$ cat src/rtl/sha256_w_stream_reader.sv
// -----------------------------------------------------------------------------
// sha256_w_stream_reader
//   Reader side of the pipelined SHA-256 message-schedule memory. It takes a
//   stored schedule window of NWORDS words, packed MSW-first, through a
//   valid/ready handshake. It then streams the window one word per cycle to
//   the compression round core, and tags every word with a round index.
//   There are two slots: a stream slot holding the window being read out, and
//   a pending slot holding the next window. With both, back-to-back windows
//   stream with no idle cycle between them.
//
// Ports
//   CLK          in   clock, rising edge
//   RST          in   asynchronous reset, active low
//   flush        in   synchronous abort of all buffered data
//   block_valid  in   block_in holds a window
//   block_ready  out  reader can take a window (registered)
//   block_in     in   window; word k = block_in[(NWORDS-k)*WORD_W-1 -: WORD_W]
//   w_valid      out  w_out / w_t / w_last valid (registered)
//   w_ready      in   round core accepts the word
//   w_out        out  current schedule word (registered)
//   w_t          out  round index, ROUND_BASE + k mod 2^T_W (registered)
//   w_last       out  high with word k = NWORDS-1 (registered)
//   busy         out  any slot occupied (registered)
// -----------------------------------------------------------------------------
module sha256_w_stream_reader #(
  parameter int WORD_W     = 32,
  parameter int NWORDS     = 13,
  parameter int T_W        = 6,
  parameter int ROUND_BASE = 0
) (
  input  logic                     CLK,
  input  logic                     RST,
  input  logic                     flush,
  input  logic                     block_valid,
  output logic                     block_ready,
  input  logic [NWORDS*WORD_W-1:0] block_in,
  output logic                     w_valid,
  input  logic                     w_ready,
  output logic [WORD_W-1:0]        w_out,
  output logic [T_W-1:0]           w_t,
  output logic                     w_last,
  output logic                     busy
);

  localparam int BLK_W = NWORDS * WORD_W;
  localparam int K_W   = $clog2(NWORDS + 1);
  localparam logic [K_W-1:0] K_LAST = K_W'(NWORDS - 1);
  localparam logic [T_W-1:0] T_BASE = T_W'(ROUND_BASE);

  typedef enum logic [1:0] {
    ST_EMPTY  = 2'd0,
    ST_STREAM = 2'd1,
    ST_FULL   = 2'd2
  } state_t;

  state_t             r_state;
  logic [BLK_W-1:0]   r_stream;   // shifts left one word per transfer, current word on top
  logic [BLK_W-1:0]   r_pend;
  logic [K_W-1:0]     r_k;
  logic [T_W-1:0]     r_t;
  logic               r_last;
  logic               r_valid;
  logic               r_ready;
  logic               r_busy;

  state_t             w_state_nx;
  logic [BLK_W-1:0]   w_stream_nx;
  logic [BLK_W-1:0]   w_pend_nx;
  logic [K_W-1:0]     w_k_nx;
  logic [T_W-1:0]     w_t_nx;
  logic               w_last_nx;
  logic               w_valid_nx;
  logic               w_ready_nx;
  logic               w_busy_nx;

  logic               w_accept;
  logic               w_xfer;
  logic               w_last_xfer;

  assign w_accept    = block_valid & r_ready;
  assign w_xfer      = r_valid & w_ready;
  assign w_last_xfer = w_xfer & r_last;

  // Next-state, slot contents and word counter.
  always_comb begin
    w_state_nx  = r_state;
    w_stream_nx = r_stream;
    w_pend_nx   = r_pend;
    w_k_nx      = r_k;
    w_t_nx      = r_t;

    case (r_state)
      ST_EMPTY: begin
        if (w_accept) begin
          w_state_nx  = ST_STREAM;
          w_stream_nx = block_in;
          w_k_nx      = '0;
          w_t_nx      = T_BASE;
        end else begin
          w_state_nx  = ST_EMPTY;
        end
      end
      ST_STREAM: begin
        if (w_last_xfer) begin
          if (w_accept) begin
            // The next window arrives exactly as the current one finishes.
            w_state_nx  = ST_STREAM;
            w_stream_nx = block_in;
            w_t_nx      = T_BASE;
          end else begin
            w_state_nx  = ST_EMPTY;
            w_stream_nx = '0;
            w_t_nx      = '0;
          end
          w_k_nx = '0;
        end else begin
          if (w_xfer) begin
            w_stream_nx = r_stream << WORD_W;
            w_k_nx      = r_k + K_W'(1);
            w_t_nx      = r_t + T_W'(1);
          end else begin
            w_stream_nx = r_stream;
          end
          if (w_accept) begin
            w_state_nx = ST_FULL;
            w_pend_nx  = block_in;
          end else begin
            w_state_nx = ST_STREAM;
          end
        end
      end
      ST_FULL: begin
        if (w_last_xfer) begin
          // The pending window moves up with no idle cycle in between.
          w_state_nx  = ST_STREAM;
          w_stream_nx = r_pend;
          w_pend_nx   = '0;
          w_k_nx      = '0;
          w_t_nx      = T_BASE;
        end else if (w_xfer) begin
          w_stream_nx = r_stream << WORD_W;
          w_k_nx      = r_k + K_W'(1);
          w_t_nx      = r_t + T_W'(1);
        end else begin
          w_state_nx  = ST_FULL;
        end
      end
      default: begin
        w_state_nx  = ST_EMPTY;
        w_stream_nx = '0;
        w_pend_nx   = '0;
        w_k_nx      = '0;
        w_t_nx      = '0;
      end
    endcase

    // A flush wins over any accept or transfer seen at the same edge.
    if (flush) begin
      w_state_nx  = ST_EMPTY;
      w_stream_nx = '0;
      w_pend_nx   = '0;
      w_k_nx      = '0;
      w_t_nx      = '0;
    end else begin
      w_state_nx  = w_state_nx;
    end
  end

  // Registered output flags derived from the next state.
  always_comb begin
    w_valid_nx = (w_state_nx != ST_EMPTY);
    w_busy_nx  = (w_state_nx != ST_EMPTY);
    w_last_nx  = w_valid_nx & (w_k_nx == K_LAST);
    // block_ready is held low for one cycle after a flush.
    w_ready_nx = ~flush & (w_state_nx != ST_FULL);
  end

  // State, slot and output registers.
  always_ff @(posedge CLK or negedge RST) begin
    if (!RST) begin
      r_state  <= ST_EMPTY;
      r_stream <= '0;
      r_pend   <= '0;
      r_k      <= '0;
      r_t      <= '0;
      r_last   <= 1'b0;
      r_valid  <= 1'b0;
      r_ready  <= 1'b0;
      r_busy   <= 1'b0;
    end else begin
      r_state  <= w_state_nx;
      r_stream <= w_stream_nx;
      r_pend   <= w_pend_nx;
      r_k      <= w_k_nx;
      r_t      <= w_t_nx;
      r_last   <= w_last_nx;
      r_valid  <= w_valid_nx;
      r_ready  <= w_ready_nx;
      r_busy   <= w_busy_nx;
    end
  end

  assign w_out       = r_stream[BLK_W-1 -: WORD_W];
  assign w_t         = r_t;
  assign w_last      = r_last;
  assign w_valid     = r_valid;
  assign block_ready = r_ready;
  assign busy        = r_busy;

endmodule

$ cat config.mk
export PLATFORM = sky130hd
export DESIGN_NAME = sha256_w_stream_reader
export DESIGN_NICKNAME = d
export VERILOG_FILES = /design/src/rtl/sha256_w_stream_reader.sv
export SDC_FILE = /design/constraint.sdc
export NUM_CORES = 2
export LEC_CHECK = 0
export ABC_AREA = 1
export CAP_MARGIN = 20
export CELL_PAD_IN_SITES_DETAIL_PLACEMENT = 1
export CELL_PAD_IN_SITES_GLOBAL_PLACEMENT = 1
export CORE_MARGIN = 2
export CORE_UTILIZATION = 42
export CTS_BUF_LIST = sky130_fd_sc_hd__clkbuf_16
export DETAILED_ROUTE_END_ITERATION = 12
export PLACE_DENSITY = 0.85
export SYNTH_ARGS = -nofsm -noshare
export SYNTH_HDL_FRONTEND = slang
export SYNTH_SLANG_ARGS = --single-unit
$ cat constraint.sdc
create_clock -name CLK -period 2.39 [get_ports CLK]
set_clock_uncertainty 0.05 [all_clocks]
set_input_delay 0.717 -clock CLK [delete_from_list [all_inputs] [get_ports CLK]]
set_output_delay 0.717 -clock CLK [all_outputs]
set_load 0.005 [all_outputs]
Word-level counts from Yosys, hierarchy flattened
Index checks and enable logic that the tools add are counted.

Multiplexer cells: 28. Equality and inequality tests: 10. $add $sub $neg: 2. Reductions and logical operators: 5. Bitwise gates (word level): 6.

Operator list (number): $mux 416 (9); $pmux 416 s3 (2); $mux 6 (4); $mux 4 (4); $ne 3x3->1 const B (4); $pmux 6 s2 (1); $mux 2 (5); $pmux 4 s2 (1); $add 6x1->6 const B (1); $pmux 2 s3 (1); $and 1x1->1 (5); $add 4x1->4 const B (1); $eq 4x4->1 const B (1); $ne 2x2->1 const B (2); $ne 4x1->1 const B (1); $reduce_and 4->1 (1); $eq 2x1->1 const B (1); $eq 2x2->1 const B (1); $logic_not 2->1 (1); $reduce_and 2->1 (1); $reduce_bool 2->1 (1); $reduce_or 2->1 (1); $mux 1 (1); $not 1->1 (1).

Word-level logic and storage cells: 59. Bits in registers: 847. Input port bits: 421. Output and inout port bits: 42.

Logic depth before layout (Yosys ltp)
Word-level depth: 7. Gate-level depth with buffers: 11. Mapped depth without buffers: 11.

Least setup slack after synthesis
Ideal clock, no wire load.

Path kind: input to register. From: input port w_ready. To: register r_stream[216]. Stages: 10. Required time: 2217 ps. Arrival: 1893 ps. Path slack: 324 ps. Library setup time: 123 ps. Path buffers: 2. Cells stage by stage: nand2_2 -> nor2_1 -> nand3_1 -> nand2_1 -> inv_1 -> buf_2 -> buf_1 -> nor2_1 -> o21ai_0 -> nand2_1.

Cells in the longest elaborated chain, start to end: 5. Elaborated cells on any way between the ends: 7. Those cells by class: mux: 5; bitwise: 2.

Ends and longest elaborated chain: from (decl) (line 38) `input logic w_ready,`; $and 1x1->1 * (line 81) `assign w_xfer = r_valid & w_ready;`; $mux 416 / $and 1x1->1 (equally long branches); $mux 416 (on tied branches) (line 133, 104); $pmux 416 s3 * (line 92) `case (r_state)`; $mux 416 * (line 158) `if (flush) begin`; to (signal assigned) (line 192) `r_stream <= w_stream_nx;`; to (decl) (line 57) `logic [BLK_W-1:0] r_stream;`.

Every way passes the cells marked *; elsewhere a longest branch is shown, timed or not. A chain may end at the register's enable or synchronous reset.

Worst setup path in the final report
From: register r_stream[394]. To: output port w_out[10].

RTL lines: to (decl) (line 39) `output logic [WORD_W-1:0] w_out,`.

No word-level cell between the ends.

==> impl_metrics.json <==
{
  "fp.dieH_um": 321.1,
  "synth_common_cells": "nand2_1 (2,238), dfrtp_1 (847), nand3_1 (660), o21ai_1 (424), inv_1 (382)",
  "grt_overflow": 0,
  "synthCells": 5763,
  "port_buffers": 462,
  "post_drt_wl_per_cell_um": 22.09,
  "finalWorstSetupSlack_ps": 47.01,
  "r2r_slack_ps": 60,
  "grt_pass1_vias": 45450,
  "fin_crit_ps": 2343,
  "dpl_cell_area_um2": 50680,
  "coreArea_um2": 99860,
  "hold-path-endpoint": "r_pend[28]",
  "fin_area_um2": 53960,
  "routed_wl_um": 167900,
  "path_max_fanout": 2,
  "ys_types": 28,
  "cts_sinks": 847,
  "post-synth-top-area-cell": "dfrtp_1",
  "whs_ps": 426.9,
  "tightest_slew_ps": 632.8,
  "cts_tree": "done",
  "rr_startpoint": "r_state[0]",
  "min_path_cells": 2,
  "clockBufferDepth": 3,
  "min_period_over_period": 0.9803,
  "initial_core_util": 0.4229,
  "antenna_left": 0,
  "fin_util": 0.5404,
  "crit_type": "reg2out",
  "ir_drop_v": 0.0004913,
  "path_cells": "clkdlybuf4s50_1",
  "grt_max_degree": 73,
  "dr_total_vias": 43000,
  "ys.flop_type": "dfrtp_1",
  "chipWidth_um": 321.1,
  "cp.arrival_ps": 1580,
  "syn_area_um2": 42230,
  "vias_per_cell": 5.657,
  "pin_count": 463,
  "worstReg2RegEnd": "r_pend[311]",
  "slew_violations": 0,
  "async_flop_share": 1.000,
  "root_buffer": "clkbuf_16",
  "dr.first_iter.drc_count": 3887,
  "yosysSeqAreaShare": 0.5019,
  "synth_edf_count": 0,
  "clkTransAtPathRegs_ps": 60,
  "firstDrtPassIters": 5,
  "syn_nets": 6191,
  "drive_gt1_frac": 0.07619,
  "p_leak_nw": 27.17,
  "grt_pass1_wl_um": 265000,
  "powerDensity_nw_per_um2": 685.1,
  "timing.slew.headroom": 0.5781,
  "antenna_found_initial": 6,
  "cp_slowest_cell": "clkdlybuf4s50_1",
  "synth-seq-cells": 847,
  "place_ws_ps": -641.6,
  "hp-start": "r_pend[28]",
  "cpPeakStageDelay_ps": 510,
  "synth_top_area_share": 0.5019,
  "max_freq_mhz": 426.8,
  "synthTopCellsByArea": "dfrtp_1 (50%), nand2_1 (20%), nand3_1 (7.8%)",
  "nets": 6649,
  "crit_buf_inv": 1,
  "cp-start-kind": "flip-flop",
  "track_usage": 0.3258,
  "clk-insertion-delay-late_ps": 680,
  "critPathTopFamily": "buffers and inverters",
  "ys_warn_count": 0,
  "h-tree-depth": 3,
  "drc": 0,
  "syn_to_final_growth_pct": 27.78,
  "gp_congestion": 0.8569,
  "rr_worst_depth": 8,
  "tns_ps": 0,
  "required_ps": 1620,
  "hp-class": "reg2reg",
  "numCtsBuffers": 96,
  "status": "finished, final reports clean",
  "fill_cells": 12170,
  "syn-mean-instance-area_um2": 7.328,
  "hold_viol": 0,
  "std_cell_rows": 116,
  "rsz0062_at_grt": "true",
  "crit_path_end_kind": "output pin",
  "maxCapViolCount": 0,
  "fp.dieArea_um2": 103100,
  "post-synth-top-count-cell": "nand2_1",
  "setup_viol": 0,
  "hpwl_um": 116200
}
[worst max-delay path by stage]
| stage | slack (ps) | cells past startpoint | endpoint | from |
|---|---|---|---|---|
| 2_1_floorplan | 320 | 10 | r_stream[216] | w_ready |
| 3_3_place_gp | -460 | 8 | r_pend[315] | w_ready |
| 3_5_place_dp | -640 | 8 | r_pend[311] | w_ready |
| 4_1_cts | 5 | 1 | w_out[14] | r_stream[398] |
| 5_1_grt | -50 | 9 | r_stream[60] | w_last |
| 6_report | 50 | 1 | w_out[10] | r_stream[394] |
[cells by family (layout without fill, tap and decap cells)]
logic type | Yosys count | count (layout) | synth area share
AO/OA/AOI/OAI | 841 | 841 | 0.1021
adder cells (fa/ha/maj) | 7 | 7 | 0.002074
buffers and inverters | 809 | 1346 | 0.08168
flip-flops | 847 | 847 | 0.5019
other | 0 | 2 | 0
AND/OR/NAND/NOR | 3259 | 3259 | 0.3122
[layout by cell type, fill, tap and decap left out, types with 141 or more instances in the layout]
| master | count |
|---|---|
| nand2_1 | 2237 |
| dfrtp_1 | 847 |
| nand3_1 | 658 |
| clkdlybuf4s50_1 | 447 |
| o21ai_1 | 426 |
| inv_1 | 394 |
| o21ai_0 | 311 |
| nor2_1 | 301 |
| buf_4 | 176 |
| buf_12 | 141 |
[metrics by stage]
stage	instances	power, mW
after CTS	7597	37.06
final	7600	36.97
after global routing	7598	38.22
after floorplan	5763	18.51
after global placement	7411	21.58
after detailed placement	7411	21.80
[routing by layer]
metal	GRT usage	vias up	routed length (um)
li1	-	19230	-
met1	0.4455	21740	71960
met2	0.5193	1628	77380
met3	0.04219	381	10250
met4	0.1432	12	8211
met5	0	-	72
[flip-flops by register name (all words and copies together), names as in the netlist]
signal and cells:
block_ready 1, busy 1, r_k 4, r_pend 416, r_state 2, r_stream 416, w_last 1, w_t 6
[report_power, final]
group	total, mW	internal, mW	switching (mW)	leakage [nW]
registers	16.1	15.2	0.847	11.5
clock network	15.2	8.77	6.47	1.59
logic	5.65	2.23	3.42	14.1
total	37.0	26.2	10.7	27.2
[final cells by class]
| cell class | instances | area, um^2 | area share |
|---|---|---|---|
| multi-input combinational | 4107 | 17650 | 0.3271 |
| tap | 1298 | 1624 | 0.03010 |
| inverter | 386 | 1486 | 0.02755 |
| antenna | 2 | 5.005 | 0.00009275 |
| timing repair buffer | 783 | 8851 | 0.1640 |
| sequential | 847 | 21200 | 0.3928 |
| clock inverter | 78 | 671.9 | 0.01245 |
| clock buffer | 99 | 2477 | 0.04591 |
[repair_timing]
item                       in CTS  in global routing
hold buffers                    1                  0
buffers inserted                8                  1
hold endpoints to repair       20                  0
setup endpoints to repair      76                170
resized for setup               7                 18
No activity file was read; power rests on OpenSTA's default activity.
